<file path="src/rtl/inst_mem_prog.sv">
`default_nettype none
// ============================================================================
//  Module      : inst_mem_prog
//  Description : Synchronous instruction memory with a registered fetch port
//                (1-cycle latency, stall hold, fault flag) and a streaming
//                program-load port used to write test programs at run time.
//                It sits between the PC/fetch stage and the decode stage.
//  Ports       : clk, rst                      - clock, sync active-high reset
//                fetch_req_i, fetch_pc_i       - fetch request and byte PC
//                fetch_stall_i                 - hold all fetch outputs
//                fetch_valid_o, fetch_inst_o,
//                fetch_err_o                   - fetch result
//                prog_start_i                  - enter load mode (RUN only)
//                prog_valid_i, prog_data_i,
//                prog_last_i                   - load word stream
//                prog_ready_o                  - load port accepts a word
//                prog_done_o                   - one-cycle load-finished pulse
//  Revision    : 1.0 - initial release
// ============================================================================
module inst_mem_prog #(
   parameter int          DATA_W = 32,
   parameter int          DEPTH  = 64,
   parameter int          PC_W   = 32,
   parameter logic [DATA_W-1:0] NOP = 32'h00000013
) (
   input  logic              clk,
   input  logic              rst,
   input  logic              fetch_req_i,
   input  logic [PC_W-1:0]   fetch_pc_i,
   input  logic              fetch_stall_i,
   output logic              fetch_valid_o,
   output logic [DATA_W-1:0] fetch_inst_o,
   output logic              fetch_err_o,
   input  logic              prog_start_i,
   input  logic              prog_valid_i,
   input  logic [DATA_W-1:0] prog_data_i,
   input  logic              prog_last_i,
   output logic              prog_ready_o,
   output logic              prog_done_o
);

   localparam int               c_aw        = (DEPTH > 1) ? $clog2(DEPTH) : 1;
   localparam logic [c_aw-1:0]  c_wp_last   = c_aw'(DEPTH - 1);
   localparam logic [PC_W-3:0]  c_depth_idx = (PC_W - 2)'(DEPTH);

   typedef enum logic [0:0] {
      S_RUN  = 1'b0,
      S_PROG = 1'b1
   } state_t;

   state_t              state_q, state_d;
   logic [c_aw-1:0]     wp_q, wp_d;
   logic                valid_q, valid_d;
   logic [DATA_W-1:0]   inst_q, inst_d;
   logic                err_q, err_d;
   logic                done_q, done_d;

   logic [DATA_W-1:0]   mem [DEPTH];

   logic                w_we;
   logic [PC_W-3:0]     w_idx;
   logic                w_fault;
   logic [c_aw-1:0]     w_rd_addr;

   // The range check uses every word-index bit so that high PC bits never
   // alias onto low memory words.
   assign w_idx     = fetch_pc_i[PC_W-1:2];
   assign w_fault   = (fetch_pc_i[1:0] != 2'b00) || (w_idx >= c_depth_idx);
   assign w_rd_addr = w_idx[c_aw-1:0];

   always_comb begin
      state_d = state_q;
      wp_d    = wp_q;
      done_d  = 1'b0;
      valid_d = valid_q;
      inst_d  = inst_q;
      err_d   = err_q;
      w_we    = 1'b0;

      case (state_q)
         S_RUN: begin
            if (prog_start_i) begin
               state_d = S_PROG;
               wp_d    = '0;
            end
         end
         S_PROG: begin
            if (prog_valid_i) begin
               w_we = 1'b1;
               wp_d = wp_q + 1'b1;
               // A full memory ends the load so later words cannot wrap
               // around and overwrite word 0.
               if (prog_last_i || (wp_q == c_wp_last)) begin
                  state_d = S_RUN;
                  done_d  = 1'b1;
               end
            end
         end
         default: begin
            state_d = S_RUN;
         end
      endcase

      // Stall freezes the fetch outputs in every state and drops the request.
      // A request coinciding with prog_start loses to the load.
      if (!fetch_stall_i) begin
         if ((state_q == S_RUN) && !prog_start_i && fetch_req_i) begin
            valid_d = 1'b1;
            if (w_fault) begin
               inst_d = NOP;
               err_d  = 1'b1;
            end else begin
               inst_d = mem[w_rd_addr];
               err_d  = 1'b0;
            end
         end else begin
            valid_d = 1'b0;
            inst_d  = NOP;
            err_d   = 1'b0;
         end
      end
   end

   always_ff @(posedge clk) begin
      if (rst) begin
         state_q <= S_RUN;
         wp_q    <= '0;
         valid_q <= 1'b0;
         inst_q  <= NOP;
         err_q   <= 1'b0;
         done_q  <= 1'b0;
      end else begin
         state_q <= state_d;
         wp_q    <= wp_d;
         valid_q <= valid_d;
         inst_q  <= inst_d;
         err_q   <= err_d;
         done_q  <= done_d;
      end
   end

   // Memory contents survive reset; a write offered in the reset cycle is
   // discarded so an aborted load keeps only the words accepted before it.
   always_ff @(posedge clk) begin
      if (!rst && w_we) begin
         mem[wp_q] <= prog_data_i;
      end
   end

   assign fetch_valid_o = valid_q;
   assign fetch_inst_o  = inst_q;
   assign fetch_err_o   = err_q;
   assign prog_ready_o  = (state_q == S_PROG);
   assign prog_done_o   = done_q;

endmodule
`default_nettype wire

</file>
<file path="config.mk">
export PLATFORM = sky130hd
export DESIGN_NAME = inst_mem_prog
export DESIGN_NICKNAME = d
export VERILOG_FILES = /design/src/rtl/inst_mem_prog.sv
export SDC_FILE = /design/constraint.sdc
export NUM_CORES = 2
export LEC_CHECK = 0
export BUFFER_PORTS_ARGS = -buffer_cell sky130_fd_sc_hd__buf_2
export CAP_MARGIN = 20
export CORE_ASPECT_RATIO = 1.25
export CORE_MARGIN = 5
export CORE_UTILIZATION = 53
export DETAILED_ROUTE_END_ITERATION = 16
export PLACE_DENSITY = 0.69
export REMOVE_ABC_BUFFERS = 1
export SYNTH_ARGS = -nofsm -noshare
export SYNTH_HDL_FRONTEND = slang
export SYNTH_SLANG_ARGS = --single-unit
</file>
<file path="constraint.sdc">
create_clock -name clk -period 4 [get_ports clk]
set_input_delay 0.6 -clock clk [delete_from_list [all_inputs] [get_ports clk]]
set_output_delay 0.6 -clock clk [all_outputs]
set_load 0.01 [all_outputs]
</file>
==> results.txt <==
STA puts the critical path data arrival time at 3.57 ns. Counting the fill cells in the layout gives 10,344. Cells with a size suffix above 1 make up 27.2% of the layout. The number of enable-type register cells in the synthesized netlist came out at 2,048. In this run the tightest slew margin relative to its limit is 20.4%.

The number of antenna violations at the first check in global routing was 20; the initial DRC count was 5,073. After synthesis the netlist holds a flip-flop and latch count of 2,090. Data on the critical path is required at its endpoint by 4.72 ns.

TritonCTS built the clock tree. The setup path with the least slack is of type primary input to flop. Layout overhead on the synthesized area: 13.3%. The worst-case clock skew was 0.0214 ns; the count of placed standard cells in the final layout, fillers left out was 6,172. Synthesis handed over a netlist of 3,711 instances. The share of async-settable or async-resettable flops after synthesis was 0%. Entering global routing, the biggest net connects 65 pins. The worst register-to-register path has a depth of 6.

The overall track demand over capacity in global routing is 26.2%. The number of different library cells used by synthesis comes to 80. The most used standard cell by instance count after synthesis was edfxtp_1. Post-CTS timing repair inserted 0 buffers for setup. Number of buffers created by CTS: 184.

For this design, the sink count on the clock tree is 2,090. Once the floorplan was initialized, standard cells occupied 53.4% of the core. The min-delay analysis places its worst path in the category primary input to flop.

The tool flagged a number of max-cap violations equal to 0. The fraction of the yosys area taken by sequential cells came out at 77.5%. Sorting the synthesized cells by how often they occur yields 2,048 x edfxtp_1, 416 x mux4_2, 185 x mux2i_1. The number of cells upsized or downsized after cts was 0; the number of buffers on the longest clock path was 3. Sorting the synthesized cells by area gives the leading types as edfxtp_1 76%, mux4_2 12%, mux2i_1 2.3%.

In this run the core area contains 159 standard-cell rows. Clock tree root driver cell: clkbuf_16. After clock tree synthesis, the clock-pin slew on the worst setup and hold paths is 0.06 ns. The count of nets left with antenna violations once routing finished came out at 0.

The count of final setup violators was 0. The total overflow left after global routing is 0. The total core area is 151,000 µm², and the count of yosys warnings during synthesis is 0.

The run gives 0 as the number of slew-limit violations in the final report. At the end of the flow, the number of nets in the layout was 4,070. The final clock period utilization by the worst path came out at 71.2%. STA classifies the critical path startpoint as a primary input. Setup repair after global routing left no endpoint under its margin. The clock latency on the worst-skew pair came out at 0.81 ns. The flow ran to the end, and the final reports show no timing, DRC or antenna violations. Total power for the finished layout comes to 43.9 mW.

The end-of-flow core utilization is 60.5%, and the y dimension of the die is 446 µm. The final period demand of the worst path came out at 2.85 ns. The top cell type by area accounts for 76.5% of the synthesized area. 107 I/O pins were placed. The wire length of the first global-routing pass was 295,000 µm; the number of instances in the placed design was 5,804. The run gives 0 ns as the post-route setup TNS. The routed via count came out at 40,263. STA classifies the critical path endpoint as a flop. The largest total area in the synthesized netlist belongs to edfxtp_1. The post-synth design cell area was 80,400 µm². The primary flip-flop cell chosen by synthesis mapping was edfxtp_1.

The floorplan step defined a die boundary enclosing 160,000 µm². The maximum net fanout on the critical path works out to 48. In this run the number of H-tree levels came out at 4. For the total half-perimeter wirelength after legalization and detailed placement, the log shows 122,000 µm. The total count of hold-check failures in the final report was 0; the post-cts hold buffer count was 0. The first-pass detailed-route iteration total is 6, and the routed length per instance is 33.7 µm. The detailed-route vias per instance came out at 6.52.

Number of stages on the worst hold path: 1. At the pin with the least slew margin, the transition time is 1.19 ns. The run gives 28.7 nW as the reported leakage power.

The number of design rule violations left after detail routing was 0; the width of the die was 358 µm. The via count of the first global-routing pass was 40,061; the maximum ir drop on the vdd rail was 0.000450 V. The logs give 208,000 µm for the wire length reported by the detailed router and 0.851 for the placer's final routability congestion estimate. Buffers placed on the I/O ports in this run total 106.

A synthesized cell averages 21.7 µm². Timing would allow up to 351 MHz. The power density relative to cell area came out at 481 nW/µm².
-- where the power goes --
part	leakage [nW]	switching (mW)	internal (mW)	total, mW
combinational	6.99	1.25	0.737	1.99
clock	2.97	7.78	10.1	17.8
sequential	18.7	0.00647	24.0	24.0
-- area by class of cell --
cell class,count,area (µm²),area share [%]
multi-input combinational,1408,17100,18.7
timing repair buffer,309,3070,3.37
clock buffer,240,5120,5.61
clock inverter,102,961,1.05
antenna,6,15.0,0.0165
inverter,5,20.0,0.0220
tap,2012,2520,2.76
sequential,2090,62300,68.4
-- stage by stage --
stage,hold slack (ns),area (µm²),setup slack [ns]
floorplan,0.470,78900,0.879
global placement,0.442,84600,0.433
detailed placement,0.450,84600,0.432
CTS,0.0900,90700,1.27
global route,0.0811,91100,1.06
finish,0.101,91100,1.15
-- critical path: stages --
cell and delay, ns:
buf_8 0.48, buf_4 0.52, mux4_2 0.33, mux2i_1 0.09
a21oi_1 0.38, nand4_1 0.58, a221oi_2 0.45
-- layout by cell type (no fill, tap or decap), drive strengths merged, types with 12 or more instances in the layout --
cell    Yosys  final
edfxtp   2048   2048
o311a      14     14
clkinv      0     73
bufinv      0     16
a22o       12     12
a221oi     32     32
nand3      45     45
nor4       12     12
nand2     140    140
o22ai      90     90
buf       148    309
nor2      118    118
nor2b      12     12
clkbuf     60    240
mux2i     185    185
mux4      426    426
a22oi      49     49
a21oi      34     34
mux2       45     45
o221ai     15     15
a211oi     28     28
nor3       17     17
dfxtp      42     42
-- path summary, 6_finish.rpt --
| kind | start | endpoint | slack, ns |
|---|---|---|---|
| hold reg to reg | fetch_err_o | fetch_err_o | 0.46 |
| setup / recovery | fetch_pc_i[3] | fetch_inst_o[22] | 1.15 |
| setup reg to reg | prog_ready_o | mem[11][13] | 1.20 |
| hold / removal | prog_data_i[31] | mem[57][31] | 0.10 |
-- registers in the layout, indices dropped and copies added, names as in the netlist --
register,cells
prog_done_o,1
fetch_err_o,1
fetch_inst_o,32
prog_ready_o,1
fetch_valid_o,1
mem,2048
wp_q,6
-- routing by layer --
layer / wire, µm / up-vias / global-route usage, % / share of wire [%]
li1: - / 16259 / - / -
met1: 76000 / 21285 / 35.3 / 37
met2: 103000 / 2329 / 43.0 / 50
met3: 21500 / 378 / 5.97 / 10
met4: 6930 / 12 / 8.11 / 3.3
met5: 70 / - / 0 / 0.034
-- logic make-up after synthesis --
| group | synth area share, % |
|---|---|
| muxes | 14.9 |
| AOI/OAI and AO/OA | 3.26 |
| DFF | 77.5 |
| xor gates and xnor gates | 0.0109 |
| adders and majority gates | 0.0156 |
| and+or+nand+nor | 2.43 |
| buffers and inverters | 1.87 |
(Power assumes the default switching activity.)
